<file path="src/rtl/counter_pkg.sv">
// rtl/counter_pkg.sv - shared mode encodings for mod_counter
package counter_pkg;

  typedef enum logic [1:0] {
    MODE_WRAP    = 2'b00,
    MODE_SAT     = 2'b01,
    MODE_ONESHOT = 2'b10,
    MODE_RSVD    = 2'b11
  } mode_t;

  // Reserved encoding falls back to wrap behaviour.
  function automatic logic is_wrap_mode(mode_t m);
    return (m != MODE_SAT) && (m != MODE_ONESHOT);
  endfunction

endpackage

</file>
<file path="src/rtl/mod_counter_if.sv">
// rtl/mod_counter_if.sv - control/status bundle between a counter user and mod_counter
interface mod_counter_if #(
  parameter int WIDTH = 8
);
  import counter_pkg::*;

  logic             ctrl;
  logic             up_dn;
  mode_t            mode;
  logic             load;
  logic [WIDTH-1:0] load_val;
  logic [WIDTH-1:0] count;
  logic             tc;
  logic             wrap_pulse;
  logic             done;

  modport master (
    output ctrl, up_dn, mode, load, load_val,
    input  count, tc, wrap_pulse, done
  );

  modport slave (
    input  ctrl, up_dn, mode, load, load_val,
    output count, tc, wrap_pulse, done
  );

endinterface

</file>
<file path="src/rtl/tick_prescaler.sv">
// rtl/tick_prescaler.sv - divides enabled cycles into one tick every PRESCALE
module tick_prescaler #(
  parameter int PRESCALE = 1
) (
  input  logic clk,
  input  logic reset,
  input  logic clear,
  input  logic ctrl,
  output logic tick
);

  localparam logic [15:0] LAST = 16'(PRESCALE - 1);

  logic [15:0] pre_cnt;

  assign tick = ctrl && (pre_cnt == LAST);

  always_ff @(posedge clk) begin
    if (reset || clear) begin
      pre_cnt <= '0;
    end else if (ctrl) begin
      pre_cnt <= tick ? '0 : pre_cnt + 16'd1;
    end
  end

endmodule

</file>
<file path="src/rtl/mod_counter.sv">
// rtl/mod_counter.sv - modulo up/down counter with wrap, saturate and one-shot modes
module mod_counter
  import counter_pkg::*;
#(
  parameter int     WIDTH    = 8,
  parameter longint MODULUS  = 256,
  parameter int     PRESCALE = 1
) (
  input logic           clk,
  input logic           reset,
  mod_counter_if.slave  bus
);

  localparam logic [WIDTH-1:0] MAX_VAL = WIDTH'(MODULUS - 1);

  logic             tick;
  logic [WIDTH-1:0] terminal;
  logic [WIDTH-1:0] count_q, count_d;
  logic             done_q, done_d;
  logic             wrap_q, wrap_d;

  tick_prescaler #(.PRESCALE(PRESCALE)) u_prescaler (
    .clk   (clk),
    .reset (reset),
    .clear (bus.load),
    .ctrl  (bus.ctrl),
    .tick  (tick)
  );

  assign terminal       = bus.up_dn ? MAX_VAL : '0;
  assign bus.tc         = (count_q == terminal);
  assign bus.count      = count_q;
  assign bus.done       = done_q;
  assign bus.wrap_pulse = wrap_q;

  // A tick at the terminal value never steps past the range; the mode decides what happens.
  always_comb begin
    count_d = count_q;
    done_d  = done_q;
    wrap_d  = 1'b0;
    if (bus.load) begin
      count_d = (bus.load_val > MAX_VAL) ? MAX_VAL : bus.load_val;
      done_d  = 1'b0;
    end else if (tick && !done_q) begin
      if (!bus.tc) begin
        count_d = bus.up_dn ? count_q + WIDTH'(1) : count_q - WIDTH'(1);
      end else if (bus.mode == MODE_ONESHOT) begin
        done_d = 1'b1;
      end else if (is_wrap_mode(bus.mode)) begin
        count_d = bus.up_dn ? '0 : MAX_VAL;
        wrap_d  = 1'b1;
      end
    end
  end

  always_ff @(posedge clk) begin
    if (reset) begin
      count_q <= '0;
      done_q  <= 1'b0;
      wrap_q  <= 1'b0;
    end else begin
      count_q <= count_d;
      done_q  <= done_d;
      wrap_q  <= wrap_d;
    end
  end

endmodule

</file>
<file path="src/flat_wrapper.sv">
// flat-port wrapper written by rule: the top's interface ports become plain ports
module mod_counter_flat import counter_pkg::*;
#(
  parameter int     WIDTH    = 8,
  parameter longint MODULUS  = 256,
  parameter int     PRESCALE = 1
)
  (clk, reset, bus_ctrl, bus_up_dn, bus_mode, bus_load, bus_load_val, bus_count, bus_tc, bus_wrap_pulse, bus_done);
  mod_counter_if #(.WIDTH(WIDTH)) bus_i ();
  input logic clk;
  input logic reset;
  input wire logic [$bits(bus_i.ctrl)-1:0] bus_ctrl;
  input wire logic [$bits(bus_i.up_dn)-1:0] bus_up_dn;
  input wire logic [$bits(bus_i.mode)-1:0] bus_mode;
  input wire logic [$bits(bus_i.load)-1:0] bus_load;
  input wire logic [$bits(bus_i.load_val)-1:0] bus_load_val;
  output wire logic [$bits(bus_i.count)-1:0] bus_count;
  output wire logic [$bits(bus_i.tc)-1:0] bus_tc;
  output wire logic [$bits(bus_i.wrap_pulse)-1:0] bus_wrap_pulse;
  output wire logic [$bits(bus_i.done)-1:0] bus_done;
  assign bus_i.ctrl = bus_ctrl;
  assign bus_i.up_dn = bus_up_dn;
  assign bus_i.mode = bus_mode;
  assign bus_i.load = bus_load;
  assign bus_i.load_val = bus_load_val;
  assign bus_count = bus_i.count;
  assign bus_tc = bus_i.tc;
  assign bus_wrap_pulse = bus_i.wrap_pulse;
  assign bus_done = bus_i.done;
  mod_counter #(.WIDTH(WIDTH), .MODULUS(MODULUS), .PRESCALE(PRESCALE)) u_core (.clk(clk), .reset(reset), .bus(bus_i));
endmodule
</file>
<file path="config.mk">
export PLATFORM = sky130hd
export DESIGN_NAME = mod_counter_flat
export DESIGN_NICKNAME = d
export VERILOG_FILES = /design/src/rtl/counter_pkg.sv /design/src/rtl/mod_counter_if.sv /design/src/rtl/tick_prescaler.sv /design/src/rtl/mod_counter.sv /design/src/flat_wrapper.sv
export SDC_FILE = /design/constraint.sdc
export NUM_CORES = 1
export LEC_CHECK = 0
export BUFFER_PORTS_ARGS = -buffer_cell sky130_fd_sc_hd__buf_2
export CELL_PAD_IN_SITES_DETAIL_PLACEMENT = 0
export CELL_PAD_IN_SITES_GLOBAL_PLACEMENT = 1
export CORE_AREA = 2 2 71 73
export DETAILED_ROUTE_END_ITERATION = 16
export DIE_AREA = 0 0 73 75
export GPL_TIMING_DRIVEN = 0
export MAX_ROUTING_LAYER = met4
export PLACE_DENSITY_LB_ADDON = 0.1
export SYNTH_ARGS = -nofsm -noshare
export SYNTH_HDL_FRONTEND = slang
export SYNTH_SLANG_ARGS = --single-unit
</file>
<file path="constraint.sdc">
create_clock -name clk -period 4.1 [get_ports clk]
set_input_delay 0.205 -clock clk [delete_from_list [all_inputs] [get_ports clk]]
set_output_delay 0.205 -clock clk [all_outputs]
set_load 0.01 [all_outputs]
</file>
==> results.md <==
- Crit-path cells: ha_1, nand4_1, a211o_1, clkinv_2, a2111oi_4, o31a_1, nor3_1
- Via count: around 1400
- First-pass GRT wire length: approximately 6.4 mm
- TritonCTS clock tree: done
- Largest net degree at the start of global routing: 16
- Min setup slack post-route: about 1800 ps
- Max clock buf depth: 2
- Multi-input logic area: ~0.001 mm^2
- Total negative setup slack: 0 ps
- Initial drt markers: 100
- Buf+Inv Stages, Crit Path: 1
- Min-delay worst type: in -> reg
- Cell count after synthesis: about 190
- Die Wd: between 70 and 80 um
- Synth cell types: 44
- Final period util: 0.571
- P_sw: approximately 0.00017 W
- # IOs: 26
- Worst slew pin tran: approximately 550 ps
- Hold_buf cts: 0
- Non-filler cells, final: roughly 270
- Critical Path End Type: register
- Internal: between 0.0004 and 0.0005 W
- Clock Skews: ~6.6 ps
- Relative max-transition margin: 0.631
- Worst path required time: between 4000 and 5000 ps
- Antenna violations before repair: 0
- Overall power: 0.000612 W
- Crit-path max FO: 7
- Clk network pwr share: 0.359
- Reg clk slew, reported paths: ~100 ps
- Initial Util: 0.341
- Final net count: between 200 and 250
- Final Hold Violating Endpoints: 0
- Mean post-synth cell area: about 8.6 um^2
- Ant diodes: 0
- Max stage delay on crit path: around 570 ps
- Logic pwr share: 0.202
- Area contributors post-synth: dfxtp_1, ha_1, nor2_1
- Yosys top cell area share: 0.328
- # Post-CTS Setup Buffers: 0
- Sink Count: 26
- Fillers: between 400 and 500
- GRT Max-Usage Layer: met1
- Root buffer cell: clkbuf_8
- Result of the run: complete, no violations
- Post-synth EDFFs: 0
- Max IR drop VDD: 142 uV
- Net Count, Synth: 210
- Die area: 0.00548 mm^2
- Switching part of the total: 0.273
- Residual DRC: 0
- Post-cts sizing count: 0
- GRT Util Overall: 0.154
- Total wire length: approximately 3.7 mm
- Dpl ws: 1600 ps
- Fin crit period: around 2300 ps
- Maxcap violations: 0
- Met1 Use GR: 0.229
- Global route overflow: 0
- Synth top cells by count: dfxtp_1, nor2_1, inv_1, nand2_1, o21ai_0
- Critical path startpoint category: register
- Storage element area: 520 um^2
- F_max: approximately 430 MHz
- GR Util met3: 0.0201
- Drt via density: about 5.3
- Die height: about 75 um
- Share of post-route cells with drive strength above 1: 0.207
- TritonCTS Buffers: 3
- Critical path's slowest cell: a2111oi_4
- Critical path class: reg -> reg
- Seq pwr share: 0.439
- Worst path arrival time: around 2500 ps
- Area growth syn-to-layout: 16.3%
- Warning count from the yosys run: 0
- Vias in the first global route: 1342
- RSZ-0062 raised after global routing: false
- Flops & latches, synth: 26
- DP HPWL: 2.79 mm
- Leak pwr: approximately 0.71 nW
- Setup violators final: 0
- Routability cong.: 0.762
- Sequential-to-total area share from yosys stat: 0.328
- Clk Latency, worst-skew pair: between 200 and 300 ps
- Cell total after placement: 263
- Post-DRT Antenna Nets: 0
- Avg WL per Cell: about 14 um
- Synth Flop Type: dfxtp_1
- Drt first pass iters: 4
- Crit path max-delay family: compound AO/OA/AOI/OAI gates
- Pwr dens: ~330 mW/mm^2
- Post-synth top area cell: dfxtp_1
- Number of port buffers: 24
- H-tree lvl count: 1
- Core ar.: 0.00466 mm^2
- Rows: 25
- Met2 usage: 0.219
- Ys async rst share: 0
- Cell Area, Synth: between 0.0015 and 0.002 mm^2
- Slew Limit Fails: 0
[per-stage QoR]
step            util  instance area (um^2)  hold slack [ps]
2_1_floorplan      -                  1590              278
3_3_place_gp   0.381                  1780              379
3_5_place_dp   0.381                  1780              391
4_1_cts        0.396                  1850             91.8
5_1_grt        0.396                  1850             94.8
6_report       0.396                  1850             91.0
[layout by cell type (no fill, tap or decap), types with 5 or more instances in the layout]
cell type  synthesis  routed
nor2_1            26      26
inv_1             10      10
ha_1               9       9
nand3_1            8       8
a21oi_1            9       9
nand2_1           10      10
buf_2              1      25
xor2_1             9       9
nand4_1            5       5
dfxtp_1           26      26
a211oi_1           6       6
o21ai_0           10      10
nor3_1             6       6
[flip-flops by register name, indices dropped and copies added (netlist names)]
| name | cells |
|---|---|
| u_core.bus.done | 1 |
| u_core.bus.wrap_pulse | 1 |
| u_core.u_prescaler.pre_cnt | 16 |
| u_core.bus.count | 8 |
[final cells by class]
type                       instances  area share
buffer                             4      0.0115
clock buffer                       3      0.0224
clock inverter                     1      0.0163
inverter                          11      0.0230
multi-input combinational        144       0.543
sequential                        26       0.282
tap                               54      0.0366
timing repair buffer              24      0.0650
[power by group through the flow]
stage	clock, W	combinational [W]	sequential (W)
floorplan	0	0.0000848	0.000277
detailed placement	0	0.000123	0.000275
global route	0.000236	0.000139	0.000271
global placement	0	0.000120	0.000274
CTS	0.000222	0.000124	0.000269
finish	0.000219	0.000124	0.000269
[metal layers]
metal / part of all wire / up-vias
li1: - / 725
met1: 0.53 / 665
met2: 0.43 / 22
met3: 0.027 / 4
met4: 0.013 / 0
met5: 0 / -
[logic make-up (layout without fill, tap and decap cells)]
family,count (synthesis),in the layout,synth area share
flip-flops,26,26,0.328
multiplexers,2,2,0.0134
buffers and inverters,15,43,0.0402
AO/OA/AOI/OAI,42,42,0.203
XOR/XNOR,13,13,0.0717
adder cells (fa/ha/maj),10,10,0.0835
AND/OR/NAND/NOR,77,77,0.260
[worst paths after layout]
check	to	startpoint	depth (start not counted)	slack (ps)
setup / recovery	u_core.bus.count[2]	u_core.bus.count[2]	7	1760
hold / removal	u_core.bus.count[0]	reset	2	90
setup reg to reg	u_core.bus.count[2]	u_core.bus.count[2]	7	1760
hold reg to reg	u_core.u_prescaler.pre_cnt[15]	u_core.u_prescaler.pre_cnt[15]	2	520
No activity file was read; power rests on OpenSTA's default activity.
